## config.mk

```make
export PLATFORM = sky130hd
export DESIGN_NAME = key_debounce
export DESIGN_NICKNAME = d
export VERILOG_FILES = /design/src/rtl/debounce_pkg.sv /design/src/rtl/debounce_bit.sv /design/src/rtl/key_debounce.sv
export SDC_FILE = /design/constraint.sdc
export NUM_CORES = 1
export LEC_CHECK = 0
export BUFFER_PORTS_ARGS = -buffer_cell sky130_fd_sc_hd__clkbuf_2
export CAP_MARGIN = 10
export CORE_ASPECT_RATIO = 1.75
export CORE_MARGIN = 2
export CORE_UTILIZATION = 44
export DETAILED_ROUTE_END_ITERATION = 10
export GPL_ROUTABILITY_DRIVEN = 0
export HOLD_SLACK_MARGIN = 0.12
export MAX_ROUTING_LAYER = met4
export PLACE_DENSITY = 0.66
export SLEW_MARGIN = 20
export SYNTH_ARGS = -nofsm -noshare
export SYNTH_HDL_FRONTEND = slang
export SYNTH_HIERARCHICAL = 1
export SYNTH_SLANG_ARGS = --single-unit
```

## constraint.sdc

```tcl
create_clock -name clk -period 3.99 [get_ports clk]
set_input_delay 0.399 -clock clk [delete_from_list [all_inputs] [get_ports clk]]
set_output_delay 0.399 -clock clk [all_outputs]
set_load 0.02 [all_outputs]
```

## src/rtl/debounce_pkg.sv

```systemverilog
// Shared defaults and widths for the key debouncer.
package debounce_pkg;
    localparam int DEF_WIDTH      = 5;
    localparam int DEF_SAMPLE_DIV = 50000;
    localparam int DEF_STABLE_CNT = 4;
    localparam int CNT_W          = 4;
    localparam int TICK_W         = 16;
endpackage

```

## src/rtl/debounce_bit.sv

```systemverilog
// One debounced input: 2-flop synchronizer, stable counter, clean level, edge pulses.
// With DEBOUNCE_BYPASS_EN defined the clean level is just the synchronizer registered once.
module debounce_bit
    import debounce_pkg::*;
#(
    parameter int STABLE_CNT = DEF_STABLE_CNT
) (
    input  logic clk,
    input  logic rst,
    input  logic tick,
    input  logic raw,
    output logic clean,
    output logic rise,
    output logic fall
);
    logic meta;
    logic sync;
    logic clean_d;

`ifdef DEBOUNCE_BYPASS_EN
    logic unused_tick;
    assign unused_tick = tick;

    always_ff @(posedge clk) begin
        if (rst) clean <= 1'b0;
        else     clean <= sync;
    end
`else
    localparam logic [CNT_W-1:0] LAST = CNT_W'(STABLE_CNT - 1);
    logic [CNT_W-1:0] stable;

    // Any sample that agrees with the current level restarts the qualification.
    always_ff @(posedge clk) begin
        if (rst) begin
            stable <= '0;
            clean  <= 1'b0;
        end else if (tick) begin
            if (sync == clean) begin
                stable <= '0;
            end else if (stable == LAST) begin
                clean  <= sync;
                stable <= '0;
            end else begin
                stable <= stable + 1'b1;
            end
        end
    end
`endif

    always_ff @(posedge clk) begin
        if (rst) begin
            meta    <= 1'b0;
            sync    <= 1'b0;
            clean_d <= 1'b0;
            rise    <= 1'b0;
            fall    <= 1'b0;
        end else begin
            meta    <= raw;
            sync    <= meta;
            clean_d <= clean;
            rise    <= clean & ~clean_d;
            fall    <= ~clean & clean_d;
        end
    end
endmodule

```

## src/rtl/key_debounce.sv

```systemverilog
// Debouncer for WIDTH board switches sharing one sample-tick counter.
// DEBOUNCE_BYPASS_EN removes the tick counter and debounce, leaving sync + one register.
module key_debounce
    import debounce_pkg::*;
#(
    parameter int WIDTH      = DEF_WIDTH,
    parameter int SAMPLE_DIV = DEF_SAMPLE_DIV,
    parameter int STABLE_CNT = DEF_STABLE_CNT
) (
    input  logic             clk,
    input  logic             rst,
    input  logic [WIDTH-1:0] raw_in,
    output logic [WIDTH-1:0] clean_out,
    output logic [WIDTH-1:0] rise_pulse,
    output logic [WIDTH-1:0] fall_pulse
);
    logic tick;

`ifdef DEBOUNCE_BYPASS_EN
    assign tick = 1'b1;
`else
    localparam logic [TICK_W-1:0] TICK_LAST = TICK_W'(SAMPLE_DIV - 1);
    logic [TICK_W-1:0] tick_cnt;

    assign tick = (tick_cnt == TICK_LAST);

    always_ff @(posedge clk) begin
        if (rst)       tick_cnt <= '0;
        else if (tick) tick_cnt <= '0;
        else           tick_cnt <= tick_cnt + 1'b1;
    end
`endif

    for (genvar i = 0; i < WIDTH; i++) begin : g_bits
        debounce_bit #(
            .STABLE_CNT(STABLE_CNT)
        ) u_bit (
            .clk  (clk),
            .rst  (rst),
            .tick (tick),
            .raw  (raw_in[i]),
            .clean(clean_out[i]),
            .rise (rise_pulse[i]),
            .fall (fall_pulse[i])
        );
    end
endmodule

```

=== After elaboration in Yosys (flattened, before gate mapping) ===
Index checks and enable logic that the tools add are counted.

* Register bits after elaboration: 66
* Input bits: 7

* Add/sub/neg operators: 6
* Equal/unequal tests: 11
* Muxes and demuxes: 10
* Bitwise gates (word level): 25
* Reduce and logical (&&, ||, !) cells: 6

{| class="wikitable"
|+ Operators with widths
! kind !! number
|-
| two-way mux 4 bit || 10
|-
| adder 4 x 1 -> 4 bit (second input constant) || 5
|-
| equality test 4 x 2 -> 1 bit (second input constant) || 5
|-
| adder 16 x 1 -> 16 bit (second input constant) || 1
|-
| equality test 16 bit (second input constant) || 1
|-
| inverter 1 bit || 15
|-
| AND reduction 3 bit || 5
|-
| AND 1 bit || 10
|-
| equality test 1 bit || 5
|-
| OR reduction 2 bit || 1
|}

=== Logic depth before layout (Yosys ltp) ===
Gate-level depths: netlist of run 1.

* Depth after elaboration: 3
* Gate-level depth with buffers: 7
* Depth with buffers taken out: 6

=== Cells and area by module ===
The synthesis of run 1 kept the hierarchy.

{| class="wikitable"
|+ By module, submodules not included
! module !! times used !! cells an instance !! area an instance (um^2) !! seq. area each (um^2)
|-
| debounce_bit || 5 || 39 || 409.1 || 200.2
|-
| key_debounce || 1 || 81 || 710.7 || 320.3
|}

=== Least setup slack after synthesis of run 1 ===
OpenSTA, ideal clock, no wires.

* Path kind: register to register
* Start: reg tick_cnt[0]
* End: reg g_bits[0].u_bit.clean
* Library setup time: 128 ps
* Data arrival time: 2097 ps
* Data required time: 3862 ps
* Setup slack: 1765 ps
* Cell stages (with the launch flop): 7
* Path buffers: 0
* Period minus slack after synthesis: 2225 ps
* Path through: dfxtp_1 > ha_1 > nand4_2 > and4b_1 > and4bb_2 > mux2i_1 > nor2_1

* Cells in the longest elaborated chain, start to end: 2

{| class="wikitable"
|+ Ends and longest elaborated chain
! what !! RTL line !! source
|-
| from (decl) || key_debounce.sv:23 || <nowiki>logic [TICK_W-1:0] tick_cnt;</nowiki>
|-
| from (signal assigned) || key_debounce.sv:30 || <nowiki>else tick_cnt <= tick_cnt + 1'b1;</nowiki>
|-
| equality test 16 bit || key_debounce.sv:25 || <nowiki>assign tick = (tick_cnt == TICK_LAST);</nowiki>
|-
| via tick || key_debounce.sv:17 || <nowiki>logic tick;</nowiki>
|-
| AND reduction 3 bit (no line) || - ||
|-
| to (signal assigned) || debounce_bit.sv:41 || <nowiki>clean <= sync;</nowiki>
|-
| to (decl) || debounce_bit.sv:12 || <nowiki>output logic clean,</nowiki>
|}

The timed path passes the listed nets, and every way through them passes these cells.
A chain may end at the register's enable or synchronous reset.

=== Worst setup path after layout of run 1 ===
* Start: reg tick_cnt[0]
* End: reg tick_cnt[9]

* Cells in the longest elaborated chain, start to end: 2

{| class="wikitable"
|+ Ends and longest elaborated chain
! what !! RTL line
|-
| equality test 16 bit || key_debounce.sv:25
|-
| via tick || key_debounce.sv:17
|-
| OR reduction 2 bit (no line) || -
|}

The timed path passes the listed nets, and every way through them passes these cells.

==> results of run 1 <==
[routing by layer]
metal | vias up | wire length (um) | track usage
met3 | 12 | 138 | 0.0475
met1 | 946 | 1920 | 0.153
li1 | 1012 | - | -
met4 | 0 | 133 | 0.0978
met2 | 23 | 2380 | 0.254
met5 | - | 0 | -
[synthesized netlist by cell type, types with 5 or more instances]
cell type and n:
nand4bb_1 5, o21ai_1 5, a31oi_1 5, dfxtp_1 66, a21oi_1 10, a21oi_2 5
o311ai_1 5, nor3b_1 5, nand2b_1 15, inv_1 8, and4bb_2 5, xor2_2 5
ha_1 6, a21boi_0 5, mux2i_1 5, nand3_1 20, nor2b_1 30, nor2_1 25
nor4bb_1 7, clkbuf_1 5, xnor2_1 13
[stage by stage]
step / hold slack [ns] / setup WS, ns / std cells
after floorplan: 0.383 / 1.77 / 276
after global placement: 0.389 / 1.66 / 373
after detailed placement: 0.394 / 1.57 / 373
after CTS: 0.247 / 1.56 / 388
after global routing: 0.263 / 1.33 / 388
final: 0.277 / 1.57 / 388
[state kept, by name, summed over array words and instances (netlist names)]
signal,flops
g_bits.u_bit/meta,5
g_bits.u_bit/stable,20
tick_cnt,16
g_bits.u_bit/rise,5
g_bits.u_bit/clean_d,5
g_bits.u_bit/sync,5
g_bits.u_bit/fall,5
g_bits.u_bit/clean,5
[final cells by class]
type | instances | area (um^2) | area share
sequential | 66 | 1320 | 0.424
clock inverter | 3 | 15.0 | 0.00481
timing repair buffer | 24 | 128 | 0.0409
inverter | 8 | 30.0 | 0.00963
clock buffer | 12 | 155 | 0.0497
multi-input combinational | 195 | 1370 | 0.439
tap | 80 | 100 | 0.0321
[power groups by stage]
stage	logic [mW]	registers [mW]	clock network [mW]
finish	0.0273	0.671	0.479
global route	0.0308	0.671	0.526
CTS	0.0282	0.671	0.504
detailed placement	0.0280	0.686	0
global placement	0.0271	0.685	0
floorplan	0.0209	0.685	0
[worst max-delay path by stage]
stage	startpoint	to	slack, ns	cells after the start
6_report	tick_cnt[0]$_SDFF_PP0_	tick_cnt[9]$_SDFF_PP0_	1.57	6
5_1_grt	tick_cnt[0]$_SDFF_PP0_	tick_cnt[14]$_SDFF_PP0_	1.33	6
4_1_cts	tick_cnt[0]$_SDFF_PP0_	tick_cnt[9]$_SDFF_PP0_	1.56	6
3_5_place_dp	tick_cnt[0]$_SDFF_PP0_	tick_cnt[4]$_SDFF_PP0_	1.57	6
3_3_place_gp	tick_cnt[0]$_SDFF_PP0_	tick_cnt[5]$_SDFF_PP0_	1.66	6
2_1_floorplan	tick_cnt[0]$_SDFF_PP0_	g_bits[0].u_bit/clean$_SDFFE_PP0P_	1.77	6
[worst max-delay path: cells and delay by family (launching register included)]
family,cells,cell delay [ns]
simple gates,4,1.36
flops,1,0.38
fa+ha+maj,1,0.24
buf+inv,1,0.30
[kinds of logic after synthesis]
| family | synth area share |
|---|---|
| adders and majority gates | 0.0272 |
| DFF | 0.479 |
| and+or+nand+nor | 0.294 |
| xor gates and xnor gates | 0.0740 |
| muxes | 0.0182 |
| AOI/OAI and AO/OA | 0.0840 |
| buffers and inverters | 0.0236 |
==> flow_metrics.tcl, run 1 <==
set metrics [dict create \
    status "finished, final reports clean" \
    max_cap_viol_count 0 \
    coreArea_mm2 0.00613 \
    drtIter0Drc 72 \
    synth_cell_type_count 31 \
    hp-class "in2reg" \
    intPower_uw 929 \
    cts_resized 0 \
    grt_setup_unrepaired "false" \
    clkTransAtPathRegs_ns 0.06 \
    drive_gt1_frac 0.175 \
    powerDensity_mw_per_mm2 378 \
    cp.required_ns 4.19 \
    final_max_slew_viol_count 0 \
    drc 0 \
    hold_end "g_bits[0].u_bit/meta$_SDFF_PP0_" \
    whs_path_depth 2 \
    die-area_mm2 0.00694 \
    grt_overflow 0 \
    yosys-top-cells-area "dfxtp_1 (48%), nor2b_1 (6.8%), xnor2_1 (4.1%), nand3_1 (3.6%), nand2b_1 (3.4%)" \
    clk_latency_ns 0.34 \
    start_util 0.449 \
    design.portCount 22 \
    syn_area_mm2 0.00276 \
    synth_cells 276 \
    io_buffers 21 \
    irDropWorstVdd_uv 295 \
    nets 317 \
    yosysWarnings 6 \
    setup_tns_ns 0 \
    synth.top_cell.area_share 0.479 \
    cts_root_buf "clkbuf_8" \
    syn_nets 289 \
    cts_hold_buf 0 \
    cts_inserted_buffers 9 \
    relSlewSlack 0.528 \
    syn2layout_area_growth_pct 13.2 \
    yosysTopAreaCell "dfxtp_1" \
    cp-end-kind "flop" \
    ctsLongestPathBuffers 2 \
    rr_worst_depth 6 \
    viasPerCell 5.14 \
    skew_ns 0.00613 \
    drt_pre_antenna_iters 4 \
    antenna_found_initial 0 \
    synthArstFlopShare 0 \
    hp-start "raw_in[0]" \
    power_frac_seq 0.570 \
    grt_pass1_wl_mm 7.95 \
    diodes 0 \
    final_area_mm2 0.00312 \
    numClockSinks 66 \
    layout_commonest_cell "dfxtp_1" \
    synth_edf_count 0 \
    cts_tree "built" \
    r2r_end "tick_cnt[9]$_SDFF_PP0_" \
    hold_viol 0 \
    num_rows 38 \
    cp_max_fo 19 \
    postRouteAntennaNets 0 \
    timing.final.crit_share 0.606 \
    clockPowerShare 0.407 \
    tightest_slew_ns 0.707 \
    cts_setup_buffers 0 \
    fin_total_pwr_mw 1.18 \
    grt_start_max_net_pins 36 \
    fp.dieH_um 109 \
    final_util 0.509 \
    combinationalPowerShare 0.023 \
    dpl.hpwl_mm 3.17 \
    htreeDepth 3 \
    crit_arrival_ns 2.62 \
    leakage_nw 1.12 \
    track_usage 0.153 \
    p_switching_uw 249 \
    crit-reg2reg-launch "tick_cnt[0]$_SDFF_PP0_" \
    grt_pass1_vias 1883 \
    final.fill_count 578 \
    ys_ff_latch 66 \
    fmax_mhz 414 \
    crit_chain "ha_1 > nand4_2 > and4b_1 > buf_4 > or2_1 > nor2_1" \
    ys_seq_area_frac 0.479 \
    reg2reg_slack_ns 1.57 \
    syn_area_per_cell_um2 9.99 \
    wirelength_mm 4.57 \
    die_w_um 63.8 \
    criticalPathCategory "reg2reg" \
    ys.flop_type "dfxtp_1" \
    crit_path_start_kind "flop" \
    fin_crit_ns 2.42 \
    p_sw_frac 0.212 \
    postPlaceCellArea_mm2 0.00295 \
    cpPeakStageDelay_ns 0.63 \
    finalSetupViolations 0 \
    routedWlPerCell_um 11.8 \
    cp_slowest_cell "and4b_1" \
    final_cell_mix "dfxtp_1 (66), nor2b_1 (30), nor2_1 (25)" \
    vias 1993 \
]
No activity file was read; power rests on OpenSTA's default activity.
==> run 2, diff against run 1 <==
Settings changed: ABC_AREA set to 1, PLACE_DENSITY 0.66 to 0.65.
Clock period 3.99 ns to 2.3 ns, I/O delays scaled along.
==> run 2 against run 1 <==
Maximum frequency increased by 21%. Area after synthesis grew 4.5%. Routed wire length up 16%. Global-route usage increased by 1.9 points. Die area up 4.3%. Critical endpoint is now g_bits[0].u_bit/clean$_SDFFE_PP0P_. First-iteration DRC count grew 25%. Worst setup slack worse by 1.3 ns. Non-clock buffer count up 6. Via count grew 22%. Design area is 11% higher. Critical path depth increased by 4. Largest cell class unchanged.
==> flow_metrics.tcl, run 2 <==
set metrics [dict create \
    ys_ff_latch 66 \
    hp-start "rst" \
    fp.dieH_um 111 \
    layout_commonest_cell "nand2_1" \
    hold_viol 0 \
    max_cap_viol_count 0 \
    numClockSinks 66 \
    num_rows 39 \
    grt_overflow 0 \
    io_buffers 21 \
    synth_cells 380 \
    tightest_slew_ns 0.296 \
    finalSetupViolations 0 \
    yosysTopAreaCell "dfxtp_1" \
    cts_tree "built" \
    antenna_found_initial 0 \
    cts_inserted_buffers 9 \
    skew_ns 0.00416 \
    cts_hold_buf 5 \
    drtIter0Drc 90 \
    largest_reg_flops 20 \
    diodes 0 \
    grt_pass1_wl_mm 9.42 \
    drc 0 \
    clkTransAtPathRegs_ns 0.05 \
    ctsLongestPathBuffers 2 \
    crit_arrival_ns 2.22 \
    crit_path_start_kind "flop" \
    grt_setup_unrepaired "false" \
    grt_start_max_net_pins 25 \
    drive_gt1_frac 0.231 \
    cts_setup_buffers 0 \
    final_cell_mix "nand2_1 (82), dfxtp_1 (66), nor2_1 (49)" \
    yosys-top-cells-area "dfxtp_1 (46%), nand2_1 (11%), nor2_1 (6.5%), inv_1 (4.0%), nand4_1 (3.3%)" \
    final_max_slew_viol_count 0 \
    final_area_mm2 0.00347 \
    routedWlPerCell_um 10.6 \
    htreeDepth 3 \
    criticalPathCategory "reg2reg" \
    clk_latency_ns 0.32 \
    syn_area_per_cell_um2 7.58 \
    synth.most_common_cell "nand2_1" \
    synth_cell_type_count 25 \
    synth.top_cell.area_share 0.459 \
    postPlaceCellArea_mm2 0.00308 \
    timing.final.crit_share 0.871 \
    yosysWarnings 6 \
    synthTopCellsByCount "nand2_1 (82), dfxtp_1 (66), nor2_1 (50), inv_1 (31), inv_2 (21)" \
    cp.required_ns 2.52 \
    syn_area_mm2 0.00288 \
    ys_seq_area_frac 0.459 \
    irDropWorstVdd_uv 492 \
    hp-class "in2reg" \
    setup_tns_ns 0 \
    syn_nets 393 \
    synth_edf_count 0 \
    crit-reg2reg-launch "tick_cnt[0]$_SDFF_PP0_" \
    die_w_um 65.2 \
    cts_root_buf "clkbuf_16" \
    relSlewSlack 0.802 \
    start_util 0.447 \
    track_usage 0.171 \
    drt_pre_antenna_iters 4 \
    status "finished, final reports clean" \
    place_worst_setup_slack_ns 0.308 \
    ys.flop_type "dfxtp_1" \
    hold_ws_ns 0.196 \
    postRouteAntennaNets 0 \
    fmax_mhz 499 \
    cp-startpoint "tick_cnt[0]$_SDFF_PP0_" \
    fin_crit_ns 2.00 \
    powerDensity_mw_per_mm2 784 \
    leakage_nw 1.43 \
    largestRegisters "g_bits.u_bit/stable x20, tick_cnt x16" \
    setup_ws_ns 0.296 \
    wirelength_mm 5.30 \
    syn2layout_area_growth_pct 20.5 \
    viasPerCell 4.83 \
    vias 2427 \
    design.portCount 22 \
    die-area_mm2 0.00723 \
    final_util 0.539 \
    cp-end-kind "flop" \
    coreArea_mm2 0.00644 \
    grt_pass1_vias 2325 \
    synthArstFlopShare 0 \
    cts_resized 0 \
    nets 428 \
    cp_max_fo 18 \
    final.fill_count 627 \
    dpl.hpwl_mm 3.66 \
    regMostFlops "g_bits.u_bit/stable" \
]
## run 2: changes by cell type after synthesis, moves of 15 or more
cell / before / now
nor2_1: 25 / 50
nand2b_1: 15 / 0
nand2_1: 4 / 82
inv_1: 8 / 31
nor2b_1: 30 / 0
inv_2: 0 / 21
## run 2: metal layers
| layer | vias to the layer above | GRT usage | part of all wire | wire (um) |
|---|---|---|---|---|
| met2 | 31 | 0.284 | 0.53 | 2790 |
| met3 | 11 | 0.0579 | 0.025 | 134 |
| met5 | - | - | 0 | 0 |
| met4 | 0 | 0.0958 | 0.025 | 131 |
| li1 | 1282 | - | - | - |
| met1 | 1103 | 0.171 | 0.42 | 2250 |
## run 2: worst paths after layout
| path | cells after the start | end | slack, ns |
|---|---|---|---|
| min reg2reg | 2 | g_bits[1].u_bit/sync$_SDFF_PP0_ | 0.40 |
| max | 10 | g_bits[0].u_bit/clean$_SDFFE_PP0P_ | 0.30 |
| max reg2reg | 10 | g_bits[0].u_bit/clean$_SDFFE_PP0P_ | 0.30 |
| min | 2 | g_bits[4].u_bit/stable[2]$_SDFFE_PP0P_ | 0.20 |
## run 2: worst max-delay path, cell delays in order (launching register included)
cell,delay (ns)
dfxtp_1,0.36
ha_1,0.20
nand3_1,0.15
or2_2,0.33
nor2_2,0.10
buf_4,0.25
inv_2,0.09
nor3_2,0.19
o21ai_1,0.09
o21ai_1,0.08
inv_1,0.04
## run 2: stage by stage
step,std cells,power [mW]
global route,502,2.83
CTS,502,2.77
global placement,481,1.24
floorplan,380,1.23
detailed placement,481,1.24
finish,502,2.72
## run 2: final cells by class
class                   instances  area (um^2)  share of cell area
repair buffers                 30          185              0.0534
well taps                      82          103              0.0296
clock inverters                 4         72.6              0.0209
inverters                      52          195              0.0563
flip-flops and latches         66         1320               0.381
multi-input cells             256         1330               0.382
clock buffers                  12          267              0.0768
## run 2: kinds of logic after synthesis
| family | share of synthesized area |
|---|---|
| compound gates | 0.0956 |
| buf+inv | 0.0817 |
| flops | 0.459 |
| xor+xnor | 0.0274 |
| fa+ha+maj | 0.0261 |
| simple gates | 0.311 |
## run 2: power by group
| part | switching (mW) | internal, mW |
|---|---|---|
| sequential | 0.00703 | 1.16 |
| combinational | 0.0345 | 0.0224 |
| clock | 0.464 | 1.03 |
==> run 3, diff against run 2 <==
Settings changed: CTS_BUF_LIST set to sky130_fd_sc_hd__clkbuf_8.
==> run 3 against run 2 <==
Sequential power is essentially flat. Clock-buffer cell count did not move. First-iteration DRC count is 20% lower. Utilization fell by 1.6 points. Total power fell by 14%. Via count is 1.2% lower.
==> flow_metrics.tcl, run 3 (same netlist as run 2, synthesis figures left out) <==
set metrics [dict create \
    vias 2399 \
    num_rows 39 \
    track_usage 0.165 \
    finalSetupViolations 0 \
    criticalPathCategory "reg2reg" \
    cts_root_buf "clkbuf_8" \
    hp-class "in2reg" \
    fmax_mhz 500 \
    wirelength_mm 5.15 \
    setup_ws_ns 0.298 \
    hold_viol 0 \
    clk_latency_ns 0.34 \
    skew_ns 0.00858 \
    cp_slowest_cell "dfxtp_1" \
    routedWlPerCell_um 10.3 \
    status "finished, final reports clean" \
    cp-end-kind "flop" \
    start_util 0.447 \
    p_switching_uw 457 \
    crit_path_start_kind "flop" \
    leakage_nw 1.38 \
    postRouteAntennaNets 0 \
    io_buffers 21 \
    cts_tree "built" \
    viasPerCell 4.78 \
    fin_crit_ns 2.00 \
    cts_resized 0 \
    antenna_found_initial 0 \
    clkTransAtPathRegs_ns 0.07 \
    place_worst_setup_slack_ns 0.308 \
    tightest_slew_ns 0.300 \
    grt_start_max_net_pins 25 \
    crit_chain "ha_1 > nand3_1 > or2_2 > nor2_2 > buf_4 > inv_2 > nor3_2 > o21ai_1 > o21ai_1 > inv_1" \
    irDropWorstVdd_uv 493 \
    grt_pass1_wl_mm 9.14 \
    cpPeakStageDelay_ns 0.37 \
    drive_gt1_frac 0.231 \
    final_cell_mix "nand2_1 (82), dfxtp_1 (66), nor2_1 (49)" \
    drt_pre_antenna_iters 4 \
    crit_arrival_ns 2.23 \
    relSlewSlack 0.799 \
    die_w_um 65.2 \
    numClockSinks 66 \
    layout_commonest_cell "nand2_1" \
    drc 0 \
    power_frac_seq 0.498 \
    grt_pass1_vias 2292 \
    htreeDepth 3 \
    drtIter0Drc 72 \
    powerDensity_mw_per_mm2 692 \
    diodes 0 \
    largest_reg_flops 20 \
    cp_max_fo 18 \
    final_max_slew_viol_count 0 \
    combinationalPowerShare 0.024 \
    grt_overflow 0 \
    coreArea_mm2 0.00644 \
    die-area_mm2 0.00723 \
    cp.required_ns 2.53 \
    cts_inserted_buffers 9 \
    design.portCount 22 \
    max_cap_viol_count 0 \
    fp.dieH_um 111 \
    final_util 0.523 \
    timing.final.crit_share 0.870 \
    ctsLongestPathBuffers 2 \
    dpl.hpwl_mm 3.66 \
    intPower_mw 1.87 \
    regMostFlops "g_bits.u_bit/stable" \
    setup_tns_ns 0 \
    clockPowerShare 0.477 \
    largestRegisters "g_bits.u_bit/stable x20, tick_cnt x16" \
    nets 428 \
    grt_setup_unrepaired "false" \
    p_sw_frac 0.196 \
    syn2layout_area_growth_pct 16.9 \
    crit_top_cell "o21ai_1" \
]
## run 3: cell types whose count changed in the layout (fill, tap and decap cells not counted)
cell,previous run,this run
clkbuf_8,3,12
clkbuf_16,9,0
## run 3: routing by layer
layer / up-vias / global-route usage / wire, um
li1: 1283 / - / -
met2: 27 / 0.276 / 2670
met5: - / - / 0
met3: 11 / 0.0457 / 125
met1: 1078 / 0.165 / 2230
met4: 0 / 0.100 / 125
## run 3: power by group through the flow
stage	clock (mW)	combinational (mW)	sequential [mW]
finish	1.11	0.0568	1.16
global placement	0	0.0502	1.19
detailed placement	0	0.0515	1.19
CTS	1.15	0.0584	1.16
global route	1.20	0.0649	1.16
floorplan	0	0.0401	1.19
## run 3: worst max-delay path: cells and delay by family (launching register included)
family / cells / cell delay [ns]
buf+inv: 3 / 0.39
simple gates: 4 / 0.77
compound gates: 2 / 0.17
flops: 1 / 0.37
fa+ha+maj: 1 / 0.20
## run 3: layout make-up
cell class	instances	area, um^2
inverter	52	195
multi-input combinational	256	1330
sequential	66	1320
clock inverter	4	72.6
fill	638	3070
clock buffer	12	165
tap	82	103
timing repair buffer	30	185
## run 3: worst paths after layout
kind | startpoint | cells after the start | slack, ns | end
max | tick_cnt[0]$_SDFF_PP0_ | 10 | 0.30 | g_bits[2].u_bit/clean$_SDFFE_PP0P_
min | rst | 2 | 0.18 | g_bits[4].u_bit/stable[2]$_SDFFE_PP0P_
max reg2reg | tick_cnt[0]$_SDFF_PP0_ | 10 | 0.30 | g_bits[2].u_bit/clean$_SDFFE_PP0P_
min reg2reg | g_bits[1].u_bit/meta$_SDFF_PP0_ | 2 | 0.41 | g_bits[1].u_bit/sync$_SDFF_PP0_
## run 3: stage by stage
stage	std cells	total power [mW]	cell area [um^2]	hold WS (ns)
after floorplan	380	1.23	2880	0.337
after global placement	481	1.24	3080	0.392
after detailed placement	481	1.24	3080	0.399
after CTS	502	2.37	3370	0.153
after global routing	502	2.43	3370	0.180
final	502	2.33	3370	0.176
## run 3: what timing repair did
item	in CTS	in global routing
hold endpoints to repair	5	0
hold buffers	5	0
setup buffers	0	0
